$ cat src/rtl/texel_quad_fetch.sv
// Bilinear / nearest texel quad fetch over a single-port texture memory.
// Define TEXEL_QUAD_FETCH_CLAMP_EN to enable per-axis clamp-to-edge addressing.
module texel_quad_fetch #(
  parameter int unsigned USER_WIDTH = 1,
  parameter int unsigned ADDR_WIDTH = 16,
  localparam int unsigned PIXEL_WIDTH = 32
) (
  input  logic                   aclk,
  input  logic                   resetn,
  input  logic                   enable,
  input  logic [3:0]             conf_widthLog2,
  input  logic [3:0]             conf_heightLog2,
  input  logic                   conf_clampS,
  input  logic                   conf_clampT,
  output logic                   s_ready,
  input  logic                   s_valid,
  input  logic [USER_WIDTH-1:0]  s_user,
  input  logic [31:0]            s_texelS,
  input  logic [31:0]            s_texelT,
  output logic                   m_tex_rd,
  output logic [ADDR_WIDTH-1:0]  m_tex_addr,
  input  logic [PIXEL_WIDTH-1:0] m_tex_data,
  input  logic                   m_ready,
  output logic                   m_valid,
  output logic [USER_WIDTH-1:0]  m_user,
  output logic [PIXEL_WIDTH-1:0] m_texel00,
  output logic [PIXEL_WIDTH-1:0] m_texel01,
  output logic [PIXEL_WIDTH-1:0] m_texel10,
  output logic [PIXEL_WIDTH-1:0] m_texel11,
  output logic [15:0]            m_texelSubCoordS,
  output logic [15:0]            m_texelSubCoordT
);

  typedef enum logic [2:0] {IDLE, F0, F1, F2, F3, WAIT, OUT} state_t;

  state_t                state, next_state;
  logic                  rd_d;
  logic [ADDR_WIDTH-1:0] addr_d;
  logic                  accept_c;
  logic                  clamp_s_c, clamp_t_c;
  logic [31:0]           u_c, v_c;
  logic [15:0]           u0_c, u1_c, v0_c, v1_c;
  logic [ADDR_WIDTH-1:0] a00_c;
  logic [ADDR_WIDTH-1:0] a01_q, a10_q, a11_q;
  logic                  filt_q;

`ifdef TEXEL_QUAD_FETCH_CLAMP_EN
  assign clamp_s_c = conf_clampS;
  assign clamp_t_c = conf_clampT;
`else
  // Clamp tied off: the clamp compare logic folds away and repeat is always used.
  logic unused_clamp;
  assign unused_clamp = conf_clampS ^ conf_clampT;
  assign clamp_s_c    = 1'b0;
  assign clamp_t_c    = 1'b0;
`endif

  function automatic logic [15:0] wrap_coord(input logic [15:0] c, input logic [3:0] lg,
                                             input logic clamp);
    logic [15:0] last;
    last = 16'((17'(1) << lg) - 17'(1));
    if (clamp) begin
      if (c[15])    return 16'(0);
      if (c > last) return last;
      return c;
    end
    return c & last;
  endfunction

  function automatic logic [ADDR_WIDTH-1:0] texel_addr(input logic [15:0] u, input logic [15:0] v,
                                                       input logic [3:0] lg);
    return ADDR_WIDTH'(({16'h0, v} << lg) | {16'h0, u});
  endfunction

  // Sample-centre bias only applies when filtering.
  assign u_c  = (s_texelS << conf_widthLog2)  - (enable ? 32'h0000_8000 : 32'h0);
  assign v_c  = (s_texelT << conf_heightLog2) - (enable ? 32'h0000_8000 : 32'h0);
  assign u0_c = wrap_coord(u_c[31:16],          conf_widthLog2,  clamp_s_c);
  assign u1_c = wrap_coord(u_c[31:16] + 16'd1,  conf_widthLog2,  clamp_s_c);
  assign v0_c = wrap_coord(v_c[31:16],          conf_heightLog2, clamp_t_c);
  assign v1_c = wrap_coord(v_c[31:16] + 16'd1,  conf_heightLog2, clamp_t_c);
  assign a00_c = texel_addr(u0_c, v0_c, conf_widthLog2);

  assign s_ready  = (state == IDLE) || ((state == OUT) && m_ready);
  assign accept_c = s_valid && s_ready;

  always_ff @(posedge aclk or negedge resetn) begin
    if (!resetn) begin
      state      <= IDLE;
      m_tex_rd   <= 1'b0;
      m_tex_addr <= '0;
      m_valid    <= 1'b0;
    end else begin
      state      <= next_state;
      m_tex_rd   <= rd_d;
      m_tex_addr <= addr_d;
      m_valid    <= (next_state == OUT);
    end
  end

  always_comb begin
    next_state = state;
    rd_d       = 1'b0;
    addr_d     = m_tex_addr;
    case (state)
      IDLE:    if (s_valid) next_state = F0;
      F0:      next_state = filt_q ? F1 : WAIT;
      F1:      next_state = F2;
      F2:      next_state = F3;
      F3:      next_state = WAIT;
      WAIT:    next_state = OUT;
      OUT:     if (m_ready) next_state = s_valid ? F0 : IDLE;
      default: next_state = IDLE;
    endcase
    // Read strobe and address are registered against the state being entered.
    case (next_state)
      F0:      begin rd_d = 1'b1; addr_d = a00_c; end
      F1:      begin rd_d = 1'b1; addr_d = a01_q; end
      F2:      begin rd_d = 1'b1; addr_d = a10_q; end
      F3:      begin rd_d = 1'b1; addr_d = a11_q; end
      default: ;
    endcase
  end

  // Transaction latch at accept; each read's datum lands in the following state.
  always_ff @(posedge aclk or negedge resetn) begin
    if (!resetn) begin
      filt_q           <= 1'b0;
      a01_q            <= '0;
      a10_q            <= '0;
      a11_q            <= '0;
      m_user           <= '0;
      m_texelSubCoordS <= '0;
      m_texelSubCoordT <= '0;
      m_texel00        <= '0;
      m_texel01        <= '0;
      m_texel10        <= '0;
      m_texel11        <= '0;
    end else begin
      if (accept_c) begin
        filt_q           <= enable;
        a01_q            <= texel_addr(u1_c, v0_c, conf_widthLog2);
        a10_q            <= texel_addr(u0_c, v1_c, conf_widthLog2);
        a11_q            <= texel_addr(u1_c, v1_c, conf_widthLog2);
        m_user           <= s_user;
        m_texelSubCoordS <= enable ? u_c[15:0] : 16'h0;
        m_texelSubCoordT <= enable ? v_c[15:0] : 16'h0;
      end
      case (state)
        F1: m_texel00 <= m_tex_data;
        F2: m_texel01 <= m_tex_data;
        F3: m_texel10 <= m_tex_data;
        WAIT: begin
          if (filt_q) begin
            m_texel11 <= m_tex_data;
          end else begin
            m_texel00 <= m_tex_data;
            m_texel01 <= m_tex_data;
            m_texel10 <= m_tex_data;
            m_texel11 <= m_tex_data;
          end
        end
        default: ;
      endcase
    end
  end

endmodule

$ cat config.mk
export PLATFORM = sky130hd
export DESIGN_NAME = texel_quad_fetch
export DESIGN_NICKNAME = d
export VERILOG_FILES = /design/src/rtl/texel_quad_fetch.sv
export SDC_FILE = /design/constraint.sdc
export NUM_CORES = 1
export LEC_CHECK = 0
export ABC_AREA = 1
export CAP_MARGIN = 20
export CORE_MARGIN = 8
export CORE_UTILIZATION = 58
export CTS_CLUSTER_DIAMETER = 40
export CTS_CLUSTER_SIZE = 20
export DETAILED_ROUTE_END_ITERATION = 10
export PLACE_DENSITY = 0.88
export SLEW_MARGIN = 5
export SYNTH_ARGS = -nofsm -noshare
export SYNTH_HDL_FRONTEND = slang
export SYNTH_SLANG_ARGS = --single-unit
$ cat constraint.sdc
create_clock -name aclk -period 3.95 [get_ports aclk]
set_input_delay 0.9875 -clock aclk [delete_from_list [all_inputs] [get_ports aclk]]
set_output_delay 0.9875 -clock aclk [all_outputs]
set_load 0.005 [all_outputs]
==> summary.md <==
| Metric | Value |
|---|---|
| Hold EP | `m_tex_addr[10]` |
| Minimum clock period | `3.93 ns` |
| Clock slew at reported path FFs | `0.08 ns` |
| Critical path launch point type | `input pin` |
| Data required, critical path | `4.43 ns` |
| Register bit count reported by yosys | `231` |
| Drt wl/cell | `21.4 um` |
| Max incr delay on CP | `0.42 ns` |
| Most frequent cells in the layout | `667 x nand2_1, 354 x buf_4, 280 x clkdlybuf4s50_1` |
| Initial antenna violation count | `1` |
| Yosys warning total | `0` |
| Leak | `0.0109 uW` |
| Total Neg Setup Slack | `0 ns` |
| First-pass GRT wire length | `103000 um` |
| Placer Congestion | `1.02` |
| Area growth syn-to-layout | `44.2%` |
| CP max FO | `4` |
| First-pass iteration count of the detailed router | `7` |
| Max_slew headroom | `42.8%` |
| Worst reg-to-reg path cell count | `11` |
| H-tree depth | `1` |
| DRC | `0` |
| Number of inserted diodes | `0` |
| Total congestion overflow | `0` |
| Hold Path Origin | `m_tex_addr[10]` |
| Final ANT Viol Nets | `0` |
| Mapped Cells | `2281` |
| Top Ports | `292` |
| Actual slew at the worst max-slew pin | `0.859 ns` |
| Commonest non-fill, non-tap cell in the layout | `nand2_1` |
| Avg Inst Size Synth | `6.71 sq um` |
| R2R Path Start | `state[2]` |
| RR Endpoint | `a10_q[11]` |
| Reg2reg setup slack | `0.93 ns` |
| Worst-Skew Late Latency | `0.54 ns` |
| Worst Hold Class | `flip-flop to flip-flop` |
| Critical Path End Type | `flip-flop` |
| Crit-path most repeated cell | `nand2_1` |
| Total nets after synthesis | `2399` |
| Max_cap viols | `0` |
| Max-slew violation count | `0` |
| Initial Utilization | `58.9%` |
| HPWL after DPL | `47300 um` |
| Final Hold Viols | `0` |
| Drt initial violations | `3110` |
| Die Height | `178 um` |
| Number of buffers created by CTS | `24` |
| Pre-CTS setup slack | `-0.761 ns` |
| Critical path buffers and inverters | `5` |
| Number of setup violations in the final report | `0` |
| Chip width | `178 um` |
| Peak VDD IR | `0.000663 V` |
| Die ar. | `0.0319 sq mm` |
| NumNets Final | `2964` |
| Vias per cell | `6.20` |
| Final hold slack | `0.489 ns` |
| CTS tree | `built` |
| Final period util | `99.6%` |
| Pwr Density | `629 mW/mm^2` |
| Mapped Area | `0.0153 sq mm` |
| Worst clock skew | `0.0235 ns` |
| Root buffer cell | `clkbuf_16` |
| Fill cells | `1505` |
| # rows | `59` |
| CP top delay family | `simple AND/OR/NAND/NOR gates` |
| Pin count of the biggest net entering global routing | `112` |
| CORE AREA | `0.0260 sq mm` |
| Fin util | `85.0%` |
| Hold Crit Depth | `2` |
| Sequential element share of the synthesized area | `37.7%` |
| Sink Count | `231` |
| Critical Path AT | `4.41 ns` |
| Final setup margin | `0.0159 ns` |
| All-layer global routing usage | `40.5%` |
| Outcome | `completed` |
| Max frequency | `254 MHz` |
| Vias in the first global route | `19400` |
| WS Path Type | `input pin to flip-flop` |
| Slowest CP cell | `clkdlybuf4s50_1` |
| Share of cells above drive strength 1 | `20.3%` |
| Routed wire length | `68300 um` |
| IO buf count | `287` |
| Clk buf depth | `3` |
| Routed via count | `19800` |
| Distinct cells, synth | `49` |
cells by family (layout without fill, tap and decap cells):
family / Yosys count / after routing / share of synthesized area [%]
buffers and inverters: 317 / 900 / 8.74
adders and majority gates: 6 / 6 / 0.490
DFF: 231 / 231 / 37.7
and+or+nand+nor: 1332 / 1332 / 38.1
xor gates and xnor gates: 12 / 12 / 0.735
AOI/OAI and AO/OA: 383 / 383 / 14.2
worst register-to-register path, cell delays in order (launching register included):
cell and delay (ns):
dfrtp_1 0.54, inv_1 0.14, nor3_1 0.24, nand2_1 0.14, nand2_1 0.26, nand2_2 0.20
inv_1 0.49, buf_4 0.34, nand2_1 0.15, nand3b_1 0.25, nand2_1 0.10, inv_1 0.06
through the flow:
stage               total power, uW  instances  area (sq um)
finish                        13900       3199         22100
global route                  14400       3199         22100
CTS                           13400       3186         21700
detailed placement            10600       3141         20800
global placement              10100       3141         20800
floorplan                      6980       2281         15300
worst max-delay path by stage:
stage	start	end	slack [ns]	depth (start not counted)
after detailed placement	conf_heightLog2[0]	a10_q[12]	-0.76	30
after floorplan	conf_widthLog2[0]	a11_q[8]	0.19	28
final	s_texelT[14]	a11_q[15]	0.02	26
after CTS	conf_heightLog2[1]	a11_q[15]	0.005	25
after global placement	conf_heightLog2[0]	a10_q[12]	-0.62	29
after global routing	s_texelT[14]	a11_q[15]	-0.07	24
registers in the layout, summed over array words and instances (netlist names):
name / count
m_tex_rd: 1
m_texelSubCoordT: 16
a10_q: 16
a01_q: 16
m_texelSubCoordS: 16
m_texel11: 32
m_valid: 1
m_texel01: 32
filt_q: 1
m_texel00: 32
state: 3
m_user: 1
a11_q: 16
m_texel10: 32
m_tex_addr: 16
power by group:
group,internal (uW),switching (uW),total (uW)
Clock,1410,1200,2610
Combinational,3070,3990,7060
Sequential,3480,750,4230
timing repair:
| item | CTS | global route |
|---|---|---|
| pin swaps | 4 | 27 |
| hold buffers | 0 | 0 |
| endpoints found under the setup margin | 38 | 51 |
| hold endpoints to repair | 0 | 0 |
| gates resized for setup | 8 | 83 |
| buffers inserted | 1 | 12 |
metal layers:
metal | GRT usage (%) | part of all wire (%) | vias up
met1 | 46.4 | 34 | 9108
met4 | 24.8 | 7.1 | 2
met3 | 10.7 | 13 | 437
met2 | 67.0 | 46 | 1703
li1 | - | - | 8598
met5 | 0 | 0.020 | -
synthesized netlist by cell type (all sizes together):
library cell	n	share of area, %
a21oi	148	4.9
o31ai	3	0.15
clkbuf	61	1.5
o21ai	154	5.3
a31oi	14	0.57
nand2	722	19
o2111ai	2	0.11
dfrtp	231	38
or2	4	0.16
o22ai	16	0.65
and3	1	0.041
a32o	11	0.72
a22oi	16	0.78
nor2	263	7.4
nand3b	4	0.20
nand4	24	0.98
o211ai	12	0.59
nand3	294	10
and2	13	0.53
xnor2	1	0.11
buf	54	2.2
a32oi	1	0.057
xor2	11	0.63
o221ai	1	0.057
ha	6	0.49
inv	202	5.0
o21bai	1	0.074
a221oi	1	0.057
nor3	7	0.23
a211oi	1	0.049
o21a	2	0.098
final cells by class:
type / instances / area (sq um) / share of cell area (%)
repair buffers: 654 / 5750 / 26.0
inverters: 202 / 773 / 3.50
flip-flops and latches: 231 / 5780 / 26.2
well taps: 335 / 419 / 1.90
multi-input cells: 1733 / 8460 / 38.3
clock inverters: 20 / 309 / 1.40
clock buffers: 24 / 601 / 2.72
Note: power is estimated with default switching activity, not from simulation.
